`config.mk`:
```
export PLATFORM = sky130hd
export DESIGN_NAME = cop_spi_master
export DESIGN_NICKNAME = d
export VERILOG_FILES = /design/src/rtl/cop_spi_master.sv
export SDC_FILE = /design/constraint.sdc
export NUM_CORES = 1
export LEC_CHECK = 0
export BUFFER_PORTS_ARGS = -buffer_cell sky130_fd_sc_hd__buf_2
export CAP_MARGIN = 20
export CORE_ASPECT_RATIO = 1.4
export CORE_MARGIN = 1
export CORE_UTILIZATION = 41
export CTS_BUF_LIST = sky130_fd_sc_hd__clkbuf_16
export CTS_CLUSTER_DIAMETER = 150
export DETAILED_ROUTE_END_ITERATION = 6
export PLACE_DENSITY = 0.62
export SKIP_CTS_REPAIR_TIMING = 1
export SKIP_LAST_GASP = 1
export SLEW_MARGIN = 30
export SYNTH_ARGS = -nofsm -noshare
export SYNTH_HDL_FRONTEND = slang
export SYNTH_SLANG_ARGS = --single-unit
```
`constraint.sdc`:
```
create_clock -name clk -period 3.7 [get_ports clk]
set_input_delay 0 -clock clk [delete_from_list [all_inputs] [get_ports clk]]
set_output_delay 0 -clock clk [all_outputs]
set_load 0.02 [all_outputs]
```
`src/rtl/cop_spi_master.sv`:
```
// cop_spi_master
//   Mode-0 SPI master for the CoreLogic coprocessor port. It takes a byte
//   stream through a valid/ready interface and frames it to one encoded
//   device select on cop_nss. SCK idles low and MISO is sampled on the
//   clk edge that raises SCK. Bit order is LSB-first by default.
//
//   Optional build macro: COP_SPI_MSB_FIRST_EN adds input msb_first, which
//   is latched on start. When msb_first=1, tx bit 7 is sent first and the
//   rx byte is assembled MSB-first.
//
// Parameters
//   CLK_DIV           clk cycles per SCK half-period (>=1)
//   DEV_SELECT_WIDTH  width of the encoded select
//   IDLE_SELECT       cop_nss value while no device is selected
//   LEN_WIDTH         width of the byte-count field
//
// Ports
//   clk, nreset           system clock, async active-low reset
//   start                 request pulse, sampled only while idle
//   dev_sel, num_bytes    transfer setup, latched on an accepted start
//   msb_first             (macro only) bit order, latched on start
//   tx_data/tx_valid      byte source; tx_ready high while a byte is awaited
//   rx_data/rx_valid      received byte, with a 1-cycle valid pulse
//   busy, done            transfer in progress; 1-cycle end pulse
//   cop_nss/cop_sck/cop_mosi/cop_miso  SPI pins
module cop_spi_master #(
  parameter int unsigned                 CLK_DIV          = 4,
  parameter int unsigned                 DEV_SELECT_WIDTH = 3,
  parameter logic [DEV_SELECT_WIDTH-1:0] IDLE_SELECT      = '1,
  parameter int unsigned                 LEN_WIDTH        = 8
) (
  input  logic                        clk,
  input  logic                        nreset,
  input  logic                        start,
  input  logic [DEV_SELECT_WIDTH-1:0] dev_sel,
  input  logic [LEN_WIDTH-1:0]        num_bytes,
`ifdef COP_SPI_MSB_FIRST_EN
  input  logic                        msb_first,
`endif
  input  logic [7:0]                  tx_data,
  input  logic                        tx_valid,
  output logic                        tx_ready,
  output logic [7:0]                  rx_data,
  output logic                        rx_valid,
  output logic                        busy,
  output logic                        done,
  output logic [DEV_SELECT_WIDTH-1:0] cop_nss,
  output logic                        cop_sck,
  output logic                        cop_mosi,
  input  logic                        cop_miso
);

  localparam int unsigned          DIV_W    = (CLK_DIV > 1) ? $clog2(CLK_DIV) : 1;
  localparam logic [DIV_W-1:0]     DIV_LAST = DIV_W'(CLK_DIV - 1);

  typedef enum logic [2:0] {
    S_IDLE, S_LOAD, S_SETUP, S_HIGH, S_LOW, S_HOLD, S_DONE
  } state_t;

  state_t                        r_state;
  logic [DIV_W-1:0]              r_div;
  logic [LEN_WIDTH-1:0]          r_cnt;
  logic [DEV_SELECT_WIDTH-1:0]   r_dev;
  logic [DEV_SELECT_WIDTH-1:0]   r_nss;
  logic                          r_sck;
  logic                          r_mosi;
  logic [7:0]                    r_tx;
  logic [7:0]                    r_rx_sh;
  logic [7:0]                    r_rx_data;
  logic                          r_rx_valid;
  logic                          r_busy;
  logic                          r_done;
  logic                          r_first;
  logic [3:0]                    r_nrise;   // SCK rises issued in current byte (0..8)

  logic                          w_msb;
  logic                          w_div_end;
  logic                          w_next_bit;
  logic [7:0]                    w_rx_shift;

`ifdef COP_SPI_MSB_FIRST_EN
  logic r_msb;
  assign w_msb = r_msb;
`else
  assign w_msb = 1'b0;
`endif

  assign w_div_end  = (r_div == DIV_LAST);
  // r_nrise is also the index of the next bit to drive after a fall
  assign w_next_bit = w_msb ? r_tx[~r_nrise[2:0]] : r_tx[r_nrise[2:0]];
  assign w_rx_shift = w_msb ? {r_rx_sh[6:0], cop_miso} : {cop_miso, r_rx_sh[7:1]};

  assign tx_ready = (r_state == S_LOAD);
  assign rx_data  = r_rx_data;
  assign rx_valid = r_rx_valid;
  assign busy     = r_busy;
  assign done     = r_done;
  assign cop_nss  = r_nss;
  assign cop_sck  = r_sck;
  assign cop_mosi = r_mosi;

  always_ff @(posedge clk or negedge nreset) begin
    if (!nreset) begin
      r_state    <= S_IDLE;
      r_div      <= '0;
      r_cnt      <= '0;
      r_dev      <= IDLE_SELECT;
      r_nss      <= IDLE_SELECT;
      r_sck      <= 1'b0;
      r_mosi     <= 1'b0;
      r_tx       <= '0;
      r_rx_sh    <= '0;
      r_rx_data  <= '0;
      r_rx_valid <= 1'b0;
      r_busy     <= 1'b0;
      r_done     <= 1'b0;
      r_first    <= 1'b0;
      r_nrise    <= '0;
`ifdef COP_SPI_MSB_FIRST_EN
      r_msb      <= 1'b0;
`endif
    end else begin
      r_rx_valid <= 1'b0;
      r_done     <= 1'b0;
      case (r_state)
        S_IDLE: begin
          if (start) begin
            r_dev   <= dev_sel;
            r_cnt   <= num_bytes;
            r_busy  <= 1'b1;
            r_first <= 1'b1;
`ifdef COP_SPI_MSB_FIRST_EN
            r_msb   <= msb_first;
`endif
            r_state <= (num_bytes == '0) ? S_DONE : S_LOAD;
          end
        end
        S_LOAD: begin
          if (tx_valid) begin
            r_tx    <= tx_data;
            r_mosi  <= w_msb ? tx_data[7] : tx_data[0];
            r_nrise <= '0;
            r_div   <= '0;
            if (r_first) begin
              r_nss   <= r_dev;
              r_first <= 1'b0;
              r_state <= S_SETUP;
            end else begin
              r_state <= S_LOW;
            end
          end
        end
        S_SETUP: begin
          if (w_div_end) begin
            r_div   <= '0;
            r_sck   <= 1'b1;
            r_rx_sh <= w_rx_shift;
            r_nrise <= r_nrise + 4'd1;
            r_state <= S_HIGH;
          end else begin
            r_div <= r_div + DIV_W'(1);
          end
        end
        S_HIGH: begin
          if (w_div_end) begin
            r_div   <= '0;
            r_sck   <= 1'b0;
            r_state <= S_LOW;
            if (r_nrise == 4'd8) begin
              r_rx_data  <= r_rx_sh;
              r_rx_valid <= 1'b1;
              r_cnt      <= r_cnt - LEN_WIDTH'(1);
            end else begin
              r_mosi <= w_next_bit;
            end
          end else begin
            r_div <= r_div + DIV_W'(1);
          end
        end
        S_LOW: begin
          if (w_div_end) begin
            r_div <= '0;
            if (r_nrise != 4'd8) begin
              r_sck   <= 1'b1;
              r_rx_sh <= w_rx_shift;
              r_nrise <= r_nrise + 4'd1;
              r_state <= S_HIGH;
            end else if (r_cnt != '0) begin
              r_state <= S_LOAD;
            end else begin
              r_state <= S_HOLD;
            end
          end else begin
            r_div <= r_div + DIV_W'(1);
          end
        end
        S_HOLD: begin
          if (w_div_end) begin
            r_div   <= '0;
            r_nss   <= IDLE_SELECT;
            r_state <= S_DONE;
          end else begin
            r_div <= r_div + DIV_W'(1);
          end
        end
        S_DONE: begin
          r_done  <= 1'b1;
          r_busy  <= 1'b0;
          r_state <= S_IDLE;
        end
        default: r_state <= S_IDLE;
      endcase
    end
  end

endmodule

```
**Yosys cells after proc, flatten, opt, wreduce, memory -nomap -nowiden**

Cells that the tools add are included.

- Eq/ne operators: 19
- $lt $le $gt $ge: 1
- Reductions and logical operators: 26
- $add $sub $neg: 3
- Mux-type cells: 50

Operators with widths:

| operator | number |
|---|---|
| $mux W8 | 6 |
| $mux W3 | 13 |
| $pmux W8 S2 | 2 |
| $ne A2 B2 Y1 const B | 9 |
| $pmux W3 S6 | 1 |
| $mux W4 | 4 |
| $reduce_and A4 Y1 | 4 |
| $mux W1 | 14 |
| $reduce_bool A2 Y1 | 7 |
| $pmux W4 S3 | 1 |
| $reduce_and A5 Y1 | 2 |
| $eq A3 B3 Y1 const B | 3 |
| $logic_not A8 Y1 | 1 |
| $reduce_and A2 Y1 | 4 |
| $reduce_bool A8 Y1 | 1 |
| $sub A8 B1 Y8 const B | 1 |
| $eq A3 B2 Y1 const B | 2 |
| $pmux W1 S2 | 3 |
| $pmux W3 S2 | 1 |
| $reduce_and A3 Y1 | 2 |
| $reduce_and A6 Y1 | 1 |
| $reduce_bool A3 Y1 | 2 |
| $add A4 B1 Y4 const B | 1 |
| $eq A4 B4 Y1 const B | 1 |
| other kinds (12) | 13 |

- Bits of input ports: 24
- Register bits: 53
- Output and inout port bits: 17
- Logic and storage cells: 114

**Longest topological paths before layout**

Gate-level depths: netlist (run 1).

- Depth after elaboration: 5
- Gate-level depth with buffers: 7
- Mapped depth without buffers: 6

**Worst setup path after synthesis (run 1)**

OpenSTA, ideal clock, no wires.

- Kind: reg-to-reg
- Start point: reg r_div[0]
- End point: reg r_rx_data[0], in the netlist rx_data[0]
- Buffers on the path: 1
- Arrival time: 1.552 ns
- Setup time: 0.125 ns
- Slack: 2.023 ns
- Data required time: 3.575 ns
- Stages on the path, launching flop included: 6
- Clock period less this slack: 1.677 ns
- Cells stage by stage: dfrtp_1 ha_1 buf_2 nand4b_4 nor2_2 mux2_2

- Word-level cells in the longest chain between the ends: 2

RTL lines:

| item | RTL line | source |
|---|---|---|
| from (decl) | 61 | `logic [DIV_W-1:0] r_div;` |
| from (signal assigned) | 161 | `r_div <= r_div + DIV_W'(1);` |
| from (signal assigned) | 177 | `r_div <= r_div + DIV_W'(1);` |
| from (signal assigned) | 194 | `r_div <= r_div + DIV_W'(1);` |
| $eq A2 B2 Y1 | 88 | `assign w_div_end = (r_div == DIV_LAST);` |
| $reduce_and A3 Y1 (no line) | -- |  |
| to (signal assigned) | 170 | `r_rx_data <= r_rx_sh;` |
| to (decl) | 69 | `logic [7:0] r_rx_data;` |

Every way passes these cells.
A chain may end at the register's enable or synchronous reset.

**Worst setup path after layout (run 1)**

- Start point: reg r_state[2]
- End point: reg r_cnt[5]

- Word-level cells in the longest chain between the ends: 3
- Elaborated cells on any way between the ends: 8
- Classes of those cells: eq/ne (4); mux (1); reduce/logical (3)

RTL lines:

| item | RTL line | source |
|---|---|---|
| from (decl) | 60 | `state_t r_state;` |
| from (signal assigned) | 135 | `r_state <= (num_bytes == '0) ? S_DONE : S_LOAD;` |
| $eq A3 B2 Y1 or $logic_not A3 Y1 (tied branches) | 125 | `case (r_state)` |
| $ne A2 B2 Y1 (no line) or $reduce_bool A2 Y1 (tied branches) | -- |  |
| $reduce_and A4 Y1 (no line) | -- |  |
| to (signal assigned) | 129 | `r_cnt <= num_bytes;` |
| to (signal assigned) | 172 | `r_cnt <= r_cnt - LEN_WIDTH'(1);` |
| to (decl) | 62 | `logic [LEN_WIDTH-1:0] r_cnt;` |

Several ways; a longest one is shown, not always the timed one.

==> results.toml, run 1 <==
[run_status]
status = "finished with violations"
violations = "design-rule violations"

[sta]
clock_skew_ns = 0.00420
hold_violations = 0
worstMarginPinSlew_ns = 0.912
finalSetupTns_ns = 0
max_slew_margin = 0.392
min_period_ns = 2.24
fin_crit_sh = 0.604
setup_viol = 0
rsz0062_at_grt = "no"
drv_slew = 0
fmax_ghz = 0.447

[final_layout]
nets = 335
register_area_mm2 = 0.00133
syn_to_final_growth_pct = 18.2
layout-drive-gt1-share = 0.276
fillers = 601
final_common_cell = "dfrtp_1"
most-common-layout-cells = "dfrtp_1 (47), buf_2 (40), nand2_1 (33), nor2_1 (20), a21oi_1 (18)"
design_area_mm2 = 0.00324
multiInputGateArea_mm2 = 0.00128
diodes = 0

[placed_design]
placed_cell_area_mm2 = 0.00295
hpwl_um = 3760
gp_congestion = 0.836
portBuffers = 40

[synth]
synth.area.mux_share = 0.116
synthAdderAreaFrac = 0.0182
syn_inst = 260
ys_types = 54
synth_compound_area_frac = 0.146
synth_simple_gate_area_frac = 0.187
netlist_area_mm2 = 0.00274
synth_edf_count = 0
syn_area_per_cell_um2 = 10.5
ys_ff_latch = 53
synth.net_count = 288
ys_seq_area_frac = 0.486
yosys_warnings = 0
synth_xor_area_frac = 0
synth_top_family_by_area = "simple AND/OR/NAND/NOR gates"
synthArstFlopShare = 1.00
synth_flop_cell = "dfrtp_1"

[grt]
grt_max_degree = 32
grt_pass1_vias = 2013
track_usage = 0.168
gr-total-overflow = 0
antenna_found_initial = 0
grt_pass1_wl_um = 9370

[critical_path]
crit_required_ns = 3.92
cp_slowest_cell = "nand3b_1"
cp-end-kind = "register"
start_kind = "register"
cp_max_fo = 31
crit_chain = "nand3b_1 > o41a_1 > o21ai_1"
max_stage_delay_ns = 0.75
crit_type = "register to register"
arrival_ns = 2.46

[clocking]
clockRootBuffer = "clkbuf_16"
clock_path_buffers = 2
cts_tree = "done"
path_clk_slew_ns = 0.07
clock_latency_ns = 0.29
h-tree-depth = 2
clock_sinks = 53
cts_buffers = 5

[route]
drtIter0Drc = 107
ant_nets = 0
firstDrtPassIters = 6
drc = 1
routed_wl_um = 5460
vias_per_cell = 5.51
via_count = 2094
wl_per_cell_um = 14.4

[power_and_ir_drop]
ir_worst_vdd_mv = 0.403
p_per_area_mw_per_mm2 = 736
p_leak_nw = 1.54

[floorplanning]
fp.coreArea_mm2 = 0.00634
start_util = 0.433
io_pins = 41
rows = 34
die-area_mm2 = 0.00703
die_w_um = 71.1
fp.dieH_um = 98.8

[run]
drv_cap = 0

[min_path]
hold_class = "input port to register"
## cell type report
type	instances	area share
inverters	8	0.00926
well taps	72	0.0278
clock buffers	5	0.0386
repair buffers	55	0.107
multi-input cells	184	0.394
flip-flops and latches	53	0.411
clock inverters	3	0.0120
## flip-flops by register name, indices dropped and copies added (netlist names), 2 cells and up
register	flops
r_rx_sh	8
r_cnt	8
r_tx	8
r_dev	3
cop_nss	3
r_state	3
rx_data	8
r_div	2
r_nrise	4
## logic make-up (layout without fill, tap and decap cells)
kind of cell / count (synthesis) / count (layout)
DFF: 53 / 53
muxes: 25 / 25
buffers and inverters: 23 / 71
and+or+nand+nor: 94 / 94
AOI/OAI and AO/OA: 61 / 61
adders and majority gates: 4 / 4
## worst max-delay path, delay by kind of cell (launching register included)
| family | cells | cell delay, ns |
|---|---|---|
| AND/OR/NAND/NOR | 1 | 0.75 |
| AO/OA/AOI/OAI | 2 | 0.70 |
| flip-flops | 1 | 0.72 |
## metrics by stage
step | util | worst slack [ns] | power (W) | hold slack, ns | instances
floorplan | - | 2.02 | 0.00170 | -0.296 | 260
global route | 0.511 | 1.30 | 0.00257 | 0.00928 | 380
CTS | 0.491 | 1.49 | 0.00240 | -0.251 | 367
detailed placement | 0.465 | 1.51 | 0.00187 | 0.0604 | 359
global placement | 0.465 | 1.54 | 0.00185 | 0.0722 | 359
finish | 0.511 | 1.46 | 0.00239 | 0.0115 | 380
## where the power goes
| group | internal [W] | switching [W] |
|---|---|---|
| logic | 0.000391 | 0.000449 |
| registers | 0.000796 | 0.000230 |
| clock network | 0.000316 | 0.000204 |
| total | 0.00150 | 0.000883 |
## path summary, 6_finish.rpt
check / startpoint / end / slack (ns) / depth (start not counted)
min in group asynchronous: nreset / r_cnt[1] / 0.26 / 2
worst max register to register: r_state[2] / r_cnt[5] / 1.46 / 3
worst min-delay path: num_bytes[1] / r_cnt[1] / 0.01 / 3
worst max-delay path: r_state[2] / r_cnt[5] / 1.46 / 3
max in group asynchronous: nreset / r_dev[1] / 2.62 / 3
worst min register to register: r_tx[2] / r_tx[2] / 0.47 / 2
## per-layer routing
metal | wire (µm) | part of all wire | vias up | track usage
met5 | 0 | 0 | - | 0
met1 | 2440 | 0.45 | 1026 | 0.205
met2 | 2780 | 0.51 | 33 | 0.290
li1 | - | - | 1027 | -
met3 | 136 | 0.025 | 8 | 0.0297
met4 | 100 | 0.018 | 0 | 0.0723
## synth_stat cells, types with 2 or more instances
| cell type | instances | area share |
|---|---|---|
| dfrtp_1 | 47 | 0.43 |
| nand3b_1 | 3 | 0.0082 |
| a221oi_1 | 2 | 0.0064 |
| a21boi_0 | 2 | 0.0055 |
| nor3_1 | 7 | 0.013 |
| or3_1 | 3 | 0.0068 |
| inv_1 | 8 | 0.011 |
| buf_6 | 4 | 0.016 |
| a21oi_1 | 18 | 0.033 |
| o21a_1 | 2 | 0.0055 |
| o21ai_0 | 11 | 0.020 |
| mux2_4 | 4 | 0.022 |
| a31oi_1 | 3 | 0.0068 |
| dfstp_2 | 6 | 0.057 |
| a211oi_1 | 2 | 0.0055 |
| nand2b_1 | 4 | 0.0091 |
| mux2i_1 | 4 | 0.015 |
| o2bb2ai_1 | 3 | 0.0096 |
| nand4_1 | 2 | 0.0046 |
| clkbuf_1 | 4 | 0.0055 |
| nand3_1 | 2 | 0.0036 |
| mux2_2 | 15 | 0.062 |
| o21ai_1 | 6 | 0.011 |
| ha_1 | 4 | 0.018 |
| nor4_1 | 5 | 0.011 |
| buf_2 | 5 | 0.0091 |
| buf_4 | 2 | 0.0055 |
| nor2b_1 | 4 | 0.0091 |
| nand2_1 | 33 | 0.045 |
| nor2_1 | 20 | 0.027 |
| o22ai_1 | 2 | 0.0046 |
No activity file was read; power rests on OpenSTA's default activity.
==> inputs of run 2 (changes only) <==
Clock period 3.7 ns to 2.1 ns, I/O delays scaled along.
==> run 2 against run 1 <==
Net effect:
- the flow still finishes with violations (design-rule violations)
- setup slack got worse by 1.2 ns
- first-iteration DRC count up 53%
- critical path type unchanged
- clock power up 77%
- sequential cell count stayed put
- global-route usage is 1.2 points higher
- sequential power increased by 68%
- largest cell class unchanged
- power is 82% higher
- via count is 1.7% higher
==> results.toml, run 2 (synthesized netlist as in run 1, its figures left out) <==
[floorplanning]
die-area_mm2 = 0.00703
start_util = 0.433
rows = 34
fp.coreArea_mm2 = 0.00634
fp.dieH_um = 98.8
die_w_um = 71.1
io_pins = 41

[final_layout]
most-common-layout-cells = "dfrtp_1 (47), buf_2 (40), nand2_1 (33), nor2_1 (20), a21oi_1 (18)"
final_util = 0.526
diodes = 0
fillers = 589
final_common_cell = "dfrtp_1"
layout-drive-gt1-share = 0.303
nets = 347
instances_no_fill = 392
syn_to_final_growth_pct = 21.6

[placed_design]
hpwl_um = 4190
gp_congestion = 0.840
dpl_worst_slack_ns = 0.279
portBuffers = 40
dp_cells = 371

[route]
via_count = 2129
routed_wl_um = 5700
ant_nets = 0
wl_per_cell_um = 14.5
vias_per_cell = 5.43
drc = 1
firstDrtPassIters = 7
drtIter0Drc = 164

[critical_path]
crit_chain = "inv_1 > ha_1 > nand3b_4 > nand4_2 > and2_1 > mux2_4"
cp_slowest_cell = "dfrtp_1"
cp-end-kind = "register"
r2r-end = "r_rx_sh[5]"
cp_max_fo = 7
r2r_slack_ns = 0.28
rr_startpoint = "r_nrise[0]"
crit_type = "register to register"
max_stage_delay_ns = 0.41
crit_required_ns = 2.28
arrival_ns = 1.99
start_kind = "register"
worstRegToRegCells = 6

[clocking]
path_clk_slew_ns = 0.07
cts_buffers = 5
clock_latency_ns = 0.29
h-tree-depth = 2
clock_path_buffers = 2
cts_tree = "done"
clock_sinks = 53
clockRootBuffer = "clkbuf_16"

[sta]
max_slew_margin = 0.495
hold_violations = 0
clock_skew_ns = 0.00877
finalSetupTns_ns = 0
fin_ws_ns = 0.283
worstMarginPinSlew_ns = 0.757
fin_crit_sh = 0.865
rsz0062_at_grt = "no"
fmax_ghz = 0.550
setup_viol = 0
drv_slew = 0
min_period_ns = 1.82

[power_and_ir_drop]
ir_worst_vdd_mv = 0.612
power_w = 0.00435
intPower_w = 0.00275
p_seq_frac = 0.397
combPwrFrac = 0.391
p_leak_nw = 1.60
swShare = 0.367
pwr-share-clk = 0.212
p_switching_w = 0.00159
p_per_area_mw_per_mm2 = 1300

[grt]
gr-total-overflow = 0
grt_max_degree = 35
track_usage = 0.180
grt_pass1_vias = 2126
antenna_found_initial = 0
grt_pass1_wl_um = 9940

[min_path]
min-delay-start = "num_bytes[2]"
min_to = "r_cnt[2]"
hold_class = "input port to register"
whs_path_depth = 3

[run_status]
violations = "design-rule violations"
status = "finished with violations"

[run]
drv_cap = 0
==> run 2: changes by cell type in the layout (fill, tap and decap cells not counted) <==
| cell | delta |
|---|---|
| clkinv_4 | +1 |
| buf_4 | +12 |
| clkinv_2 | -1 |
==> run 2: metrics by stage <==
step	cell area (µm²)	hold slack, ns
global route	3340	0.0194
global placement	3040	0.120
finish	3340	0.00152
floorplan	2740	-0.296
detailed placement	3040	0.132
CTS	3210	-0.184
==> run 2: worst max-delay path by stage <==
stage,startpoint,endpoint,slack (ns),cells past startpoint
floorplan,r_div[0],rx_data[0],0.42,5
global placement,r_state[2],cop_mosi,0.31,5
detailed placement,r_nrise[0],r_rx_sh[0],0.28,6
CTS,r_nrise[0],r_rx_sh[5],0.27,6
global route,r_nrise[0],r_rx_sh[3],0.17,6
finish,r_nrise[0],r_rx_sh[5],0.28,6
==> run 2: power groups by stage <==
stage | registers [W] | logic [W] | clock network [W]
floorplan | 0.00168 | 0.00130 | 0
global placement | 0.00173 | 0.00167 | 0
detailed placement | 0.00175 | 0.00169 | 0
CTS | 0.00173 | 0.00170 | 0.000953
global route | 0.00179 | 0.00191 | 0.000996
finish | 0.00173 | 0.00170 | 0.000920
==> run 2: routing by layer <==
metal,up-vias,global-route usage,share of wire,wire (µm)
met5,-,0,0,0
met4,0,0.0631,0.016,89
met3,8,0.0327,0.026,148
met2,35,0.317,0.53,3010
met1,1042,0.218,0.43,2440
li1,1044,-,-,-
==> run 2: final cells by class <==
class	instances	area, µm²	share of cell area
Clock buffer	5	125	0.0375
Clock inverter	3	42.5	0.0128
Inverter	8	30.0	0.00900
Multi-Input combinational cell	184	1280	0.383
Sequential cell	53	1330	0.400
Tap cell	72	90.1	0.0270
Timing Repair Buffer	67	435	0.131
==> run 2: worst max-delay path, delay by kind of cell, from the launching register on <==
| family | cells | cell delay, ns |
|---|---|---|
| multiplexers | 1 | 0.33 |
| buffers and inverters | 1 | 0.11 |
| adder cells (fa/ha/maj) | 1 | 0.23 |
| AND/OR/NAND/NOR | 3 | 0.63 |
| flip-flops | 1 | 0.41 |
